### config.mk
export PLATFORM = sky130hd
export DESIGN_NAME = inst_decode_stage
export DESIGN_NICKNAME = d
export VERILOG_FILES = /design/src/rtl/mips_isa_pkg.sv /design/src/rtl/inst_field_decode.sv /design/src/rtl/inst_decode_stage.sv
export SDC_FILE = /design/constraint.sdc
export NUM_CORES = 1
export LEC_CHECK = 0
export CAP_MARGIN = 0
export CORE_UTILIZATION = 59
export DETAILED_ROUTE_END_ITERATION = 6
export GPL_ROUTABILITY_DRIVEN = 0
export PLACE_DENSITY = 0.91
export SLEW_MARGIN = 10
export SYNTH_ARGS = -nofsm -noshare
export SYNTH_HDL_FRONTEND = slang
export SYNTH_SLANG_ARGS = --single-unit
### constraint.sdc
create_clock -name clk -period 9 [get_ports clk]
set_input_delay 1.35 -clock clk [delete_from_list [all_inputs] [get_ports clk]]
set_output_delay 1.35 -clock clk [all_outputs]
set_load 0.05 [all_outputs]
### src/rtl/mips_isa_pkg.sv
// MIPS ISA constants and the decoded-field struct shared by the decode stage.
// The struct holds the fixed-width fields; PC-width values are carried beside it.
package mips_isa_pkg;

  localparam logic [5:0] OP_RTYPE = 6'h00;
  localparam logic [5:0] OP_J     = 6'h02;
  localparam logic [5:0] OP_JAL   = 6'h03;
  localparam logic [5:0] OP_ANDI  = 6'h0C;
  localparam logic [5:0] OP_ORI   = 6'h0D;
  localparam logic [5:0] OP_XORI  = 6'h0E;
  localparam logic [5:0] OP_LUI   = 6'h0F;

  typedef enum logic [1:0] {
    TYPE_R = 2'd0,
    TYPE_I = 2'd1,
    TYPE_J = 2'd2
  } inst_type_e;

  typedef struct packed {
    logic [5:0]  opcode;
    inst_type_e  itype;
    logic [4:0]  rs;
    logic [4:0]  rt;
    logic [4:0]  rd;
    logic [4:0]  shamt;
    logic [5:0]  funct;
    logic [25:0] jaddr;
  } dec_fields_t;

  function automatic inst_type_e classify(input logic [5:0] op);
    if (op == OP_RTYPE) return TYPE_R;
    if (op == OP_J || op == OP_JAL) return TYPE_J;
    return TYPE_I;
  endfunction

endpackage

### src/rtl/inst_field_decode.sv
// Combinational field splitter: instruction word + PC -> decoded fields,
// extended immediate and branch/jump target. Inapplicable fields are zero.
module inst_field_decode
  import mips_isa_pkg::*;
#(
  parameter int PC_W       = 32,
  parameter bit ZEXT_LOGIC = 1'b1
) (
  input  logic [31:0]     instr,
  input  logic [PC_W-1:0] pc,
  output dec_fields_t     fields,
  output logic [PC_W-1:0] imm,
  output logic [PC_W-1:0] target
);

  logic [5:0]      op;
  logic [PC_W-1:0] pc4;
  logic [PC_W-1:0] sext;
  logic [PC_W-1:0] zext;
  logic [PC_W-1:0] lui_imm;

  assign op      = instr[31:26];
  assign pc4     = pc + PC_W'(4);
  assign sext    = PC_W'(signed'(instr[15:0]));
  assign zext    = PC_W'(instr[15:0]);
  assign lui_imm = PC_W'(signed'({instr[15:0], 16'h0000}));

  always_comb begin
    fields        = '0;
    imm           = '0;
    target        = '0;
    fields.opcode = op;
    fields.itype  = classify(op);
    case (fields.itype)
      TYPE_R: begin
        fields.rs    = instr[25:21];
        fields.rt    = instr[20:16];
        fields.rd    = instr[15:11];
        fields.shamt = instr[10:6];
        fields.funct = instr[5:0];
      end
      TYPE_I: begin
        fields.rs = instr[25:21];
        fields.rt = instr[20:16];
        if (op == OP_LUI)
          imm = lui_imm;
        else if (ZEXT_LOGIC && (op == OP_ANDI || op == OP_ORI || op == OP_XORI))
          imm = zext;
        else
          imm = sext;
        // Branch offset always uses the sign-extended field, whatever imm shows.
        target = pc4 + (sext << 2);
      end
      TYPE_J: begin
        fields.jaddr = instr[25:0];
        target       = {pc4[PC_W-1:28], instr[25:0], 2'b00};
      end
      default: ;
    endcase
  end

endmodule

### src/rtl/inst_decode_stage.sv
// Registered MIPS decode stage: field decode on the input side, then a
// main register plus a skid register giving full throughput with backpressure.
module inst_decode_stage
  import mips_isa_pkg::*;
#(
  parameter int PC_W       = 32,
  parameter int TAG_W      = 4,
  parameter bit ZEXT_LOGIC = 1'b1
) (
  input  logic              clk,
  input  logic              rst,
  input  logic              flush,
  input  logic              in_valid,
  output logic              in_ready,
  input  logic [31:0]       in_instr,
  input  logic [PC_W-1:0]   in_pc,
  input  logic [TAG_W-1:0]  in_tag,
  output logic              out_valid,
  input  logic              out_ready,
  output logic [5:0]        out_opcode,
  output logic [1:0]        out_type,
  output logic [4:0]        out_rs,
  output logic [4:0]        out_rt,
  output logic [4:0]        out_rd,
  output logic [4:0]        out_shamt,
  output logic [5:0]        out_funct,
  output logic [PC_W-1:0]   out_imm,
  output logic [25:0]       out_jaddr,
  output logic [PC_W-1:0]   out_target,
  output logic [PC_W-1:0]   out_pc,
  output logic [TAG_W-1:0]  out_tag
);

  typedef struct packed {
    dec_fields_t      f;
    logic [PC_W-1:0]  imm;
    logic [PC_W-1:0]  target;
    logic [PC_W-1:0]  pc;
    logic [TAG_W-1:0] tag;
  } entry_t;

  entry_t dec_entry;
  entry_t main_q;
  entry_t skid_q;
  logic   main_valid;
  logic   skid_valid;
  logic   accept;
  logic   consume;

  inst_field_decode #(
    .PC_W       (PC_W),
    .ZEXT_LOGIC (ZEXT_LOGIC)
  ) u_decode (
    .instr  (in_instr),
    .pc     (in_pc),
    .fields (dec_entry.f),
    .imm    (dec_entry.imm),
    .target (dec_entry.target)
  );

  assign dec_entry.pc  = in_pc;
  assign dec_entry.tag = in_tag;

  // Handshake: a beat transfers on a rising edge where valid && ready are both
  // high; a producer holds valid and its data steady until that edge.
  assign in_ready = !skid_valid;
  assign accept   = in_valid && in_ready;
  assign consume  = main_valid && out_ready;

  always_ff @(posedge clk) begin
    if (rst) begin
      main_valid <= 1'b0;
      skid_valid <= 1'b0;
      main_q     <= '0;
      skid_q     <= '0;
    end else if (flush) begin
      main_valid <= 1'b0;
      skid_valid <= 1'b0;
    end else if (consume) begin
      // Skid is only ever full while in_ready is low, so accept and a skid
      // refill never coincide here.
      if (skid_valid) begin
        main_q     <= skid_q;
        skid_valid <= 1'b0;
      end else if (accept) begin
        main_q <= dec_entry;
      end else begin
        main_valid <= 1'b0;
      end
    end else if (accept) begin
      if (!main_valid) begin
        main_q     <= dec_entry;
        main_valid <= 1'b1;
      end else begin
        skid_q     <= dec_entry;
        skid_valid <= 1'b1;
      end
    end
  end

  assign out_valid  = main_valid;
  assign out_opcode = main_q.f.opcode;
  assign out_type   = main_q.f.itype;
  assign out_rs     = main_q.f.rs;
  assign out_rt     = main_q.f.rt;
  assign out_rd     = main_q.f.rd;
  assign out_shamt  = main_q.f.shamt;
  assign out_funct  = main_q.f.funct;
  assign out_imm    = main_q.imm;
  assign out_jaddr  = main_q.f.jaddr;
  assign out_target = main_q.target;
  assign out_pc     = main_q.pc;
  assign out_tag    = main_q.tag;

endmodule
==> results.toml <==
[global_routing]
grt-ovfl-total = 0
grt_max_degree = 275
use_met1_pct = 44.6
grt_pass1_vias = 14300
grtUsageMet2_pct = 55.7
grt_use_total_pct = 35.1
antenna_found_initial = 2
met3_usage_pct = 5.90
grt.busiest_layer = "met2"
grt_pass1_wl_um = 74100

[routing]
drt_pass1_iterations = 6
routedWlPerCell_um = 19.1
drt-total-wl_um = 47400
drt-initial-drc-count = 2264
postRouteAntennaNets = 0
route.detailed.drc = 0
avgViaCountPerCell = 6.25
vias = 15500

[synthesis]
synth.mux.area_fraction_pct = 0.0662
ys.flop_type = "dfxtp_1"
synth_area_per_cell_um2 = 7.52
synth_top_family_by_area = "simple AND/OR/NAND/NOR gates"
ys_seq_area_share_pct = 42.6
synthAdderAreaFrac_pct = 3.11
synth_compound_area_share_pct = 21.6
synth_top_area_share_pct = 42.6
synth.area.top_cells = "dfxtp_1 43%, nand2_1 9.3%, nor2_1 7.5%, a21oi_1 6.5%, a311oi_1 5.6%"
synth_xor_area_share_pct = 3.18
yosys_warnings = 0
netlist_area_mm2 = 0.0151
synth_nets = 2122
synth_area_leader_cell = "dfxtp_1"
ys_seq_elements = 322
synthArstFlopShare_pct = 0
netlist_instances = 2012
synthSimpleGateAreaFrac_pct = 24.7
synth.distinct_cells = 54
synth_edf_count = 0

[clock_network]
postCtsHoldBufs = 0
path_clk_slew_ns = 0.06
cts.sinks = 322
cts_buffers = 31
cts.path.max_buffers = 3
tritoncts = "built"
root_buffer = "clkbuf_16"
cts_resized = 0
cts_htree_levels = 1
worst_skew_pair.late_latency_ns = 0.58
post_cts_buffers = 0

[setup_path]
cp_slowest_cell = "clkdlybuf4s50_1"
r2r_start = "out_valid"
cp-startpoint = "in_pc[2]"
crit_fanout = 6
worst_setup_path_start_kind = "input port"
path_class = "in2reg"
cp_common_cell = "nand3_1"
cp.arrival_ns = 6.10
critPathCaptureType = "register"
path_cells = "clkdlybuf4s50_1 > ha_1 > nand3_1 > nor2_1 > nand3_1 > nor3_1 > nand2_1 > xnor2_1 > ha_1 > a21oi_1 > o21ai_1 > a221o_1 > a31oi_1 > nand3_1 > a31o_2 > a21oi_1 > xnor2_1 > a211oi_1 > o32ai_1"
worst_ep_required_time_ns = 9.48
critPathBufInv = 1
cpPeakStageDelay_ns = 0.60
crit_family = "compound AO/OA/AOI/OAI gates"

[placed_design]
port_buffers = 234
dp_hpwl_um = 30200
place_inst = 2418
pre_cts_ws_ns = 2.91
postPlaceCellArea_mm2 = 0.0174

[power_and_ir_drop]
powerDensity_mw_per_mm2 = 195
leakage_nw = 6.55
irDropWorstVdd_mv = 0.136

[floorplan]
rows = 58
pin_count = 235
fp.dieH_um = 162
core_area_mm2 = 0.0252
start_util_pct = 60.1
die_area_mm2 = 0.0263
die_width_um = 162

[sta]
setup_viol = 0
worst_slack_ns = 3.38
holdWs_ns = 0.455
finClkSkew_ns = 0.00838
post-route-min-period_ns = 5.62
period_share_pct = 62.5
rsz0062_at_grt = "false"
maxClockFrequency_mhz = 178
drv_slew = 0
relSlewSlack_pct = 16.6
hold_viol = 0
worst_slew_pin_slew_ns = 1.25
tns_ns = 0

[cells_and_area]
fin_area_mm2 = 0.0185
area_growth_pct = 22.4
nNetsFinal = 2231
nFillCells = 1867
fin_cells = 2476
drive_gt1_share_pct = 4.01

[min_path]
hold_start = "skid_q[83]"
min_path_type = "reg2reg"

[status]
status = "complete, no violations"

[run]
drv_cap = 0
-- cell type report --
class	instances	area, um2	share of cell area (%)
Multi-Input combinational cell	1498	8010	43.3
Timing Repair Buffer	251	2490	13.4
Inverter	17	63.8	0.345
Tap cell	330	413	2.23
Clock buffer	45	888	4.80
Antenna cell	1	2.50	0.0135
Clock inverter	12	200	1.08
Sequential cell	322	6450	34.8
-- state kept, by name (all words and copies together), names as in the netlist --
register / cells
out_opcode: 6
out_rs: 5
out_target: 32
out_pc: 32
out_rd: 5
out_shamt: 5
out_type: 2
out_rt: 5
out_imm: 32
out_valid: 1
skid_valid: 1
out_jaddr: 26
out_funct: 6
skid_q: 160
out_tag: 4
-- metal layers --
layer / part of all wire, % / routed length (um) / vias to the layer above
li1: - / - / 7189
met1: 38 / 18200 / 7235
met2: 45 / 21600 / 852
met3: 9.9 / 4680 / 188
met4: 6.1 / 2900 / 2
met5: 0.025 / 12 / -
-- cells in the mapped netlist (3+ instances only) --
library cell / number
o211ai_1: 45
inv_1: 17
a22oi_1: 8
a211oi_1: 21
ha_1: 36
and4_1: 4
xnor2_1: 37
a21oi_1: 195
nand2b_1: 9
nand4_1: 9
clkbuf_1: 163
a21o_1: 20
and2_1: 9
o31ai_1: 3
nand3_1: 134
buf_1: 10
o21a_1: 3
dfxtp_1: 322
nand2_1: 373
or3_1: 7
nor2_1: 302
nor3_1: 22
a311oi_1: 97
a31oi_1: 8
and3_1: 7
o21ai_0: 98
xor2_1: 16
-- worst paths after layout --
| kind | to | cells past startpoint | slack [ns] |
|---|---|---|---|
| setup / recovery | out_target[31] | 19 | 3.38 |
| hold reg to reg | skid_q[83] | 2 | 0.46 |
| hold / removal | skid_q[83] | 2 | 0.46 |
| setup reg to reg | out_funct[1] | 4 | 5.76 |
-- through the flow --
stage | total power [mW] | util [%]
after floorplan | 1.99 | -
final | 3.62 | 73.5
after CTS | 3.61 | 73.5
after global placement | 2.22 | 69.2
after global routing | 3.72 | 73.5
after detailed placement | 2.24 | 69.2
-- placed cells by master (no fill, tap or decap), types with 3 or more instances in the layout --
master / instances
nand2_1: 373
nor2_1: 301
nand2b_1: 9
clkbuf_8: 6
bufinv_16: 5
nand4_1: 9
a31oi_1: 8
clkinv_2: 6
clkdlybuf4s50_1: 233
a311oi_1: 97
and4_1: 4
and3_1: 5
o21a_1: 3
nor3_1: 20
clkbuf_1: 8
inv_1: 17
a22oi_1: 8
and2_1: 9
ha_1: 36
a21o_1: 20
dfxtp_1: 322
clkbuf_16: 31
buf_4: 16
o211ai_1: 45
xor2_1: 16
a21oi_1: 195
o21ai_1: 3
xnor2_1: 37
a211oi_1: 21
or3_1: 7
nand3_1: 132
o21ai_0: 97
o31ai_1: 3
-- worst min-delay path, delay by kind of cell, from the launching register on --
kind / cells / cell delay [ns]
DFF: 1 / 0.31
and+or+nand+nor: 1 / 0.05
AOI/OAI and AO/OA: 1 / 0.05
-- where the power goes --
part	internal [mW]	total [mW]	switching, mW
sequential	1.48	1.52	0.0359
combinational	0.236	0.706	0.470
clock	0.828	1.39	0.564
total	2.55	3.62	1.07
-- cell families (layout without fill, tap and decap cells) --
group / after synthesis / count (layout)
compound gates: 516 / 516
xor+xnor: 54 / 54
fa+ha+maj: 37 / 37
buf+inv: 192 / 325
flops: 322 / 322
mux: 1 / 1
other cells: 0 / 1
simple gates: 890 / 890
No activity file was read; power rests on OpenSTA's default activity.
